<file path="config.mk">
export PLATFORM = sky130hd
export DESIGN_NAME = w_bit_serializer
export DESIGN_NICKNAME = d
export VERILOG_FILES = /design/src/rtl/w_bit_serializer_pkg.sv /design/src/rtl/w_bit_serializer_piso.sv /design/src/rtl/w_bit_serializer.sv
export SDC_FILE = /design/constraint.sdc
export NUM_CORES = 1
export LEC_CHECK = 0
export CAP_MARGIN = 20
export CORE_ASPECT_RATIO = 1.1
export CORE_UTILIZATION = 53
export CTS_BUF_LIST = sky130_fd_sc_hd__clkbuf_4 sky130_fd_sc_hd__clkbuf_8 sky130_fd_sc_hd__clkbuf_16
export CTS_CLUSTER_DIAMETER = 30
export DETAILED_ROUTE_END_ITERATION = 6
export PLACE_DENSITY = 0.78
export SLEW_MARGIN = 20
export SYNTH_ARGS = -nofsm -noshare
export SYNTH_HDL_FRONTEND = slang
export SYNTH_HIERARCHICAL = 1
export SYNTH_SLANG_ARGS = --single-unit
</file>
<file path="constraint.sdc">
create_clock -name Clock -period 1.98 [get_ports Clock]
set_input_delay 0.594 -clock Clock [delete_from_list [all_inputs] [get_ports Clock]]
set_output_delay 0.594 -clock Clock [all_outputs]
set_load 0.02 [all_outputs]
</file>
<file path="src/rtl/w_bit_serializer_pkg.sv">
// serializer_defs: shared definitions for the w-bit serializer and its benches.
//   state_t           : serializer FSM state encoding (2'd3 is unused and
//                       recovers to ST_IDLE)
//   CLOCK_HALF_PERIOD : half clock period, in time units, for benches
package serializer_defs;

    typedef enum logic [1:0] {
        ST_IDLE  = 2'd0,
        ST_SHIFT = 2'd1,
        ST_GAP   = 2'd2
    } state_t;

    localparam int CLOCK_HALF_PERIOD = 5;

endpackage

</file>
<file path="src/rtl/w_bit_serializer_piso.sv">
// shift_reg_piso: loadable parallel-in / serial-out register with a registered
// serial output.
//   clk, rst : clock, asynchronous active-high reset
//   load     : capture din; its first bit appears on sout next cycle
//   shift    : advance one bit; load has priority
//   din      : parallel word
//   sout     : current serial bit (IDLE_W once the word is exhausted)
module shift_reg_piso
    import serializer_defs::*;
#(
    parameter int WIDTH     = 8,
    parameter bit MSB_FIRST = 1'b1,
    parameter bit IDLE_W    = 1'b0
) (
    input  logic             clk,
    input  logic             rst,
    input  logic             load,
    input  logic             shift,
    input  logic [WIDTH-1:0] din,
    output logic             sout
);

    logic [WIDTH-1:0] data;

    function automatic logic head(input logic [WIDTH-1:0] v);
        if (MSB_FIRST) return v[WIDTH-1];
        else           return v[0];
    endfunction

    // Vacated positions fill with IDLE_W, so one shift past the last bit
    // leaves sout at the idle level without any extra control.
    function automatic logic [WIDTH-1:0] advance(input logic [WIDTH-1:0] v);
        if (MSB_FIRST) return {v[WIDTH-2:0], IDLE_W};
        else           return {IDLE_W, v[WIDTH-1:1]};
    endfunction

    always_ff @(posedge clk or posedge rst) begin
        if (rst) begin
            data <= {WIDTH{IDLE_W}};
            sout <= IDLE_W;
        end else if (load) begin
            sout <= head(din);
            data <= advance(din);
        end else if (shift) begin
            sout <= head(data);
            data <= advance(data);
        end
    end

endmodule

</file>
<file path="src/rtl/w_bit_serializer.sv">
// w_bit_serializer: parallel-to-serial front end for the sequence detector's
// w input. Words arrive over valid/ready and leave one bit per clock on w,
// qualified by w_valid, with GAP idle cycles (w = IDLE_W) between words.
//   Clock, Reset : clock, asynchronous active-high reset
//   in_data      : word to serialize (sampled only on acceptance)
//   in_valid     : in_data is valid
//   in_ready     : a word can be taken this cycle (registered)
//   w, w_valid   : serial bit and its qualifier
//   busy         : high in SHIFT or GAP
//   word_done    : high while the last bit of a word is on w
module w_bit_serializer
    import serializer_defs::*;
#(
    parameter int WIDTH     = 8,
    parameter int GAP       = 1,
    parameter bit MSB_FIRST = 1'b1,
    parameter bit IDLE_W    = 1'b0
) (
    input  logic             Clock,
    input  logic             Reset,
    input  logic [WIDTH-1:0] in_data,
    input  logic             in_valid,
    output logic             in_ready,
    output logic             w,
    output logic             w_valid,
    output logic             busy,
    output logic             word_done
);

    localparam int             CW       = $clog2(WIDTH);
    localparam logic [CW-1:0]  LAST_BIT = CW'(WIDTH - 1);
    localparam logic [3:0]     GAP_INIT = 4'(GAP);

    state_t        state;
    logic [CW-1:0] bit_cnt;
    logic [CW-1:0] bit_nxt;
    logic [3:0]    gap_cnt;
    logic          accept;
    logic          shift_en;

    assign accept   = in_valid & in_ready;
    assign bit_nxt  = bit_cnt + CW'(1);
    // The shift on the last bit pushes the idle fill onto w; a new load wins.
    assign shift_en = (state == ST_SHIFT) & ~accept;

    shift_reg_piso #(
        .WIDTH     (WIDTH),
        .MSB_FIRST (MSB_FIRST),
        .IDLE_W    (IDLE_W)
    ) u_piso (
        .clk   (Clock),
        .rst   (Reset),
        .load  (accept),
        .shift (shift_en),
        .din   (in_data),
        .sout  (w)
    );

    // in_ready is registered, so it is computed one cycle ahead: it rises for
    // the last bit (GAP==0) or for the final gap cycle, which keeps streamed
    // words exactly WIDTH+GAP cycles apart.
    always_ff @(posedge Clock or posedge Reset) begin
        if (Reset) begin
            state     <= ST_IDLE;
            bit_cnt   <= '0;
            gap_cnt   <= '0;
            w_valid   <= 1'b0;
            busy      <= 1'b0;
            word_done <= 1'b0;
            in_ready  <= 1'b1;
        end else if (accept) begin
            state     <= ST_SHIFT;
            bit_cnt   <= '0;
            gap_cnt   <= '0;
            w_valid   <= 1'b1;
            busy      <= 1'b1;
            word_done <= 1'b0;
            in_ready  <= 1'b0;
        end else begin
            case (state)
                ST_IDLE: begin
                    w_valid   <= 1'b0;
                    busy      <= 1'b0;
                    word_done <= 1'b0;
                    in_ready  <= 1'b1;
                end
                ST_SHIFT: begin
                    if (bit_cnt == LAST_BIT) begin
                        bit_cnt   <= '0;
                        w_valid   <= 1'b0;
                        word_done <= 1'b0;
                        if (GAP > 0) begin
                            state    <= ST_GAP;
                            gap_cnt  <= GAP_INIT;
                            busy     <= 1'b1;
                            in_ready <= (GAP == 1);
                        end else begin
                            state    <= ST_IDLE;
                            busy     <= 1'b0;
                            in_ready <= 1'b1;
                        end
                    end else begin
                        bit_cnt   <= bit_nxt;
                        word_done <= (bit_nxt == LAST_BIT);
                        in_ready  <= (GAP == 0) && (bit_nxt == LAST_BIT);
                    end
                end
                ST_GAP: begin
                    if (gap_cnt <= 4'd1) begin
                        state    <= ST_IDLE;
                        gap_cnt  <= '0;
                        busy     <= 1'b0;
                        in_ready <= 1'b1;
                    end else begin
                        gap_cnt  <= gap_cnt - 4'd1;
                        in_ready <= (gap_cnt == 4'd2);
                    end
                end
                default: begin
                    state     <= ST_IDLE;
                    bit_cnt   <= '0;
                    gap_cnt   <= '0;
                    w_valid   <= 1'b0;
                    busy      <= 1'b0;
                    word_done <= 1'b0;
                    in_ready  <= 1'b1;
                end
            endcase
        end
    end

endmodule
</file>
* Word-level counts from Yosys, hierarchy flattened *
Index checks and enable logic that the tools add are counted.

storage, ports and cells
  bits in registers = 22
  output and inout bits = 5

operators by class
  add/subtract/negate cells = 2
  $lt $le $gt $ge = 1
  equal/unequal tests = 10
  mux-type cells = 29
  bitwise logic cells = 3
  reduce and logical (&&, ||, !) cells = 7

operators with widths
  cell                 number
  $mux 8               2
  $mux 1               12
  $mux 4               3
  $pmux 4 s3           1
  $pmux 1 s2           4
  $eq 3x3->1 const B   2
  $mux 2               3
  $mux 3               2
  $pmux 2 s3           1
  $pmux 3 s2           1
  $reduce_and 2->1     3
  $eq 4x2->1 const B   1
  $le 4x1->1 const B   1
  $ne 2x2->1 const B   2
  $sub 4x1->4 const B  1
  $add 3x1->3 const B  1
  $ne 3x2->1 const B   1
  $ne 3x3->1 const B   1
  $reduce_and 3->1     1
  $and 1x1->1          2
  $eq 2x1->1 const B   1
  $eq 2x2->1 const B   1
  $logic_not 2->1      1
  $ne 2x1->1 const B   1
  3 further kinds      3

* Longest topological paths before layout *
  depth in word-level cells = 5
  depth in mapped cells = 6

* Cells and area by module *
Netlist, hierarchy kept.

modules (own cells, without submodules)
  module            times used  cells each  area each (µm²)
  w_bit_serializer  1           80          773.2
  shift_reg_piso    1           35          372.9

* Worst setup path before layout *
OpenSTA, ideal clock, no wires.

  kind = reg2reg
  start point = reg state[1]
  end point = reg gap_cnt[2]
  library setup time = 0.080 ns
  arrival time = 1.507 ns
  setup slack = 0.393 ns
  cell stages (with the launch flop) = 7
  buffers on the path = 0
  clock period less this slack = 1.587 ns
  cells stage by stage = dfrtp_1 > inv_1 > ha_1 > nor2b_4 > o21a_1 > or3_4 > o22ai_2

between the ends
  cells in the longest elaborated chain, start to end = 3
  elaborated cells between the ends (all ways) = 8
  those cells by class = eq/ne: 4; mux: 2; reduce/logical: 2

RTL lines
  what                                        line                     RTL
  start, declared                             w_bit_serializer.sv:34   state_t state;
  start signal, assigned                      w_bit_serializer.sv:64   state <= ST_IDLE;
  start signal, assigned                      w_bit_serializer.sv:72   state <= ST_SHIFT;
  start signal, assigned                      w_bit_serializer.sv:93   state <= ST_GAP;
  $eq 2x2->1 (tied with other cells)          w_bit_serializer.sv:80   case (state)
  $pmux 4 s3 (tied with other cells)          w_bit_serializer.sv:80
  $mux 4 or $reduce_and 2->1 (tied branches)  --
  end signal, assigned                        w_bit_serializer.sv:115  gap_cnt <= gap_cnt - 4'd1;
  end, declared                               w_bit_serializer.sv:37   logic [3:0] gap_cnt;

Several ways; a longest one is shown, not always the timed one.
A chain may end at the register's enable or synchronous reset.

* Worst setup path after layout *
  start point = reg busy
  end point = out busy

RTL lines
  what                    line                    RTL
  start, declared         w_bit_serializer.sv:26  output logic busy,
  start signal, assigned  w_bit_serializer.sv:68  busy <= 1'b0;
  start signal, assigned  w_bit_serializer.sv:76  busy <= 1'b1;
  start signal, assigned  w_bit_serializer.sv:83  busy <= 1'b0;

No word-level cell between the ends.

==> results.cfg <==
[timing]
timing.setup.tns_ns = 0
fin_ws_ns = 0.115
setup_viol = 0
rsz0062_at_grt = false
skew_ns = 0.00498
report.final.slew_viol_count = 0
max_freq_mhz = 536
final_hold_viol_count = 0
fin_crit_ns = 1.86
slew_headroom_pct = 66.7
fin_crit_sh_pct = 94.2
max_slew.worst_pin.slew_ns = 0.499

[critical_path]
cp.required_ns = 1.39
crit_type = flop to output port
arrival_ns = 1.27
critPathLaunchType = flop
rrSetupSlack_ns = 0.25
path_buf_inv = 1
r2r_start = bit_cnt[0]
crit_chain = clkdlybuf4s50_1
worstReg2RegEnd = gap_cnt[2]
crit_family = buffers and inverters
crit_fanout = 2
end_kind = output port
rr_worst_depth = 6
slowest_delay_ns = 0.61
slowest_stage = clkdlybuf4s50_1

[layout]
stdcell_count = 165
fin_util_pct = 68.4
antennaDiodeCount = 0
drive_above_1_share_pct = 12.4
nets = 158
syn_to_final_growth_pct = 20.6

[routing]
via_count = 910
wl_per_cell_um = 13.2
drc = 0
via_per_inst = 5.52
drtAntennaViolNets = 0
drt_iter0_markers = 25
dr.pass1.iters = 4
routed_wl_um = 2180

[power]
p_total_mw = 1.63
p_comb_share_pct = 46.4
pwr-share-clk_pct = 13.6
internal-power_mw = 1.00
switching_share_pct = 38.2
power.density_mw_per_mm2 = 1180
power.share.sequential_pct = 40.1
p_sw_mw = 0.620
vdd_drop_max_v = 0.000905
leakagePower_nw = 0.634

[floorplanning]
fp.dieW_um = 46.3
dieArea_mm2 = 0.00235
initial_utilization_pct = 56.7
core.rowCount = 17
ios = 16
die_height_um = 50.8
core-area_mm2 = 0.00202

[logic_synthesis]
synth_area_leaders = dfrtp_1 44%, ha_1 9.8%, mux2i_1 6.1%, nand2_1 5.2%, o21ai_0 3.5%
yosys.area.top_type = dfrtp_1
synth_area_mm2 = 0.00115
syn_nets = 135
asyncSetResetFlopFracSynth_pct = 100
synth_common_cells = 20 x dfrtp_1, 16 x nand2_1, 10 x inv_1, 9 x ha_1, 8 x o21ai_0
syn_area_per_cell_um2 = 9.97
ys_seq_elements = 21
yosysSeqAreaShare_pct = 46.0
synth_cell_type_count = 29
synthCells = 115
yosysMostFrequentCell = dfrtp_1
synth_edf_count = 0
synth_top_area_share_pct = 43.7
synth_ff_type = dfrtp_1
yosys_warnings = 6

[clock_network]
cts_hold_buf = 0
cts_sinks = 21
clk_latency_ns = 0.30
cts_made_buffers = 3
cts_tree = built
ctsHtreeMaxLevel = 1
clockBufferDepth = 2
clk_pin_slew_ns = 0.12
postCtsSetupRepairBufs = 0
clock-root-buffer = clkbuf_4

[global_route]
grt_usage_pct = 22.4
grt_max_degree = 14
antenna_found_initial = 0
grt_pass1_wl_um = 3830
grt_pass1_vias = 895
overflow = 0

[job]
drv_cap = 0

[hold_path]
min-delay-start = w_valid
holdPathStages = 2
hold_class = flop to flop
min_to = w_valid

[placement]
portBuffers = 15
place_hpwl_um = 1610
place_ws_ns = 0.0481
place_congestion = 0.937
dp_cells = 161

[run_status]
status = complete, no violations
[logic make-up after synthesis]
group           Yosys count  share of synthesized area [%]
fa+ha+maj                 9                           9.83
simple gates             31                           13.8
mux                       7                           6.11
buf+inv                  13                           5.68
compound gates           34                           18.7
flops                    21                           46.0
[registers in the layout, summed over array words and instances, names as in the netlist]
register	cells
bit_cnt	3
word_done	1
gap_cnt	4
busy	1
w_valid	1
u_piso/sout	1
in_ready	1
u_piso/data	7
state	2
[area by class of cell]
class                   instances  area (um^2)
inverters                      10         37.5
clock buffers                   4         30.0
fillers                       155          638
multi-input cells              81          559
flip-flops and latches         21          527
well taps                      28         35.0
repair buffers                 21          194
[worst min-delay path: cells and delay by family, from the launching register on]
family,cells,cell delay (ns)
flops,1,0.36
compound gates,1,0.08
simple gates,1,0.07
[metrics by stage]
step                      hold WS (ns)  cell area [um^2]
after floorplan                  0.410              1150
after global placement           0.512              1350
after detailed placement         0.501              1350
after CTS                        0.533              1380
after global routing             0.553              1380
final                            0.533              1380
[worst max path at each step]
stage | startpoint | endpoint | slack, ns | cells past startpoint
3_5_place_dp | in_valid | gap_cnt[2] | 0.05 | 6
6_report | busy | busy | 0.12 | 1
4_1_cts | busy | busy | 0.10 | 1
2_1_floorplan | state[1] | gap_cnt[2] | 0.39 | 6
3_3_place_gp | in_valid | gap_cnt[2] | 0.07 | 5
5_1_grt | u_piso/sout | w | 0.08 | 1
[cells in the final DEF (no fill, tap or decap), drive strengths merged, types with 3 or more instances in the layout]
cell           instances
clkdlybuf4s50         14
clkbuf                 4
buf                    6
nand2                 16
dfrtp                 20
nor2                   4
a21oi                  6
nand3                  4
inv                   10
o21ai                 15
mux2i                  7
o22ai                  3
ha                     9
[per-layer routing]
layer	global-route usage [%]	part of all wire (%)	wire length, um	vias to the layer above
met3	2.16	4.8	105	4
met1	29.6	45	987	423
li1	-	-	-	450
met5	0	0	0	-
met2	37.3	49	1060	33
met4	7.35	1.0	22	0
[power by group through the flow]
stage / logic [mW] / registers (mW) / clock network, mW
6_report: 0.754 / 0.651 / 0.220
5_1_grt: 0.841 / 0.666 / 0.235
4_1_cts: 0.754 / 0.652 / 0.224
3_5_place_dp: 0.758 / 0.661 / 0
3_3_place_gp: 0.746 / 0.656 / 0
2_1_floorplan: 0.495 / 0.691 / 0
[what timing repair did]
action                                  4_1_cts  5_1_grt
endpoints found under the setup margin        1        3
gates resized for setup                       1        1
hold endpoints to repair                      0        0
Power figures use the tool's default switching activity.
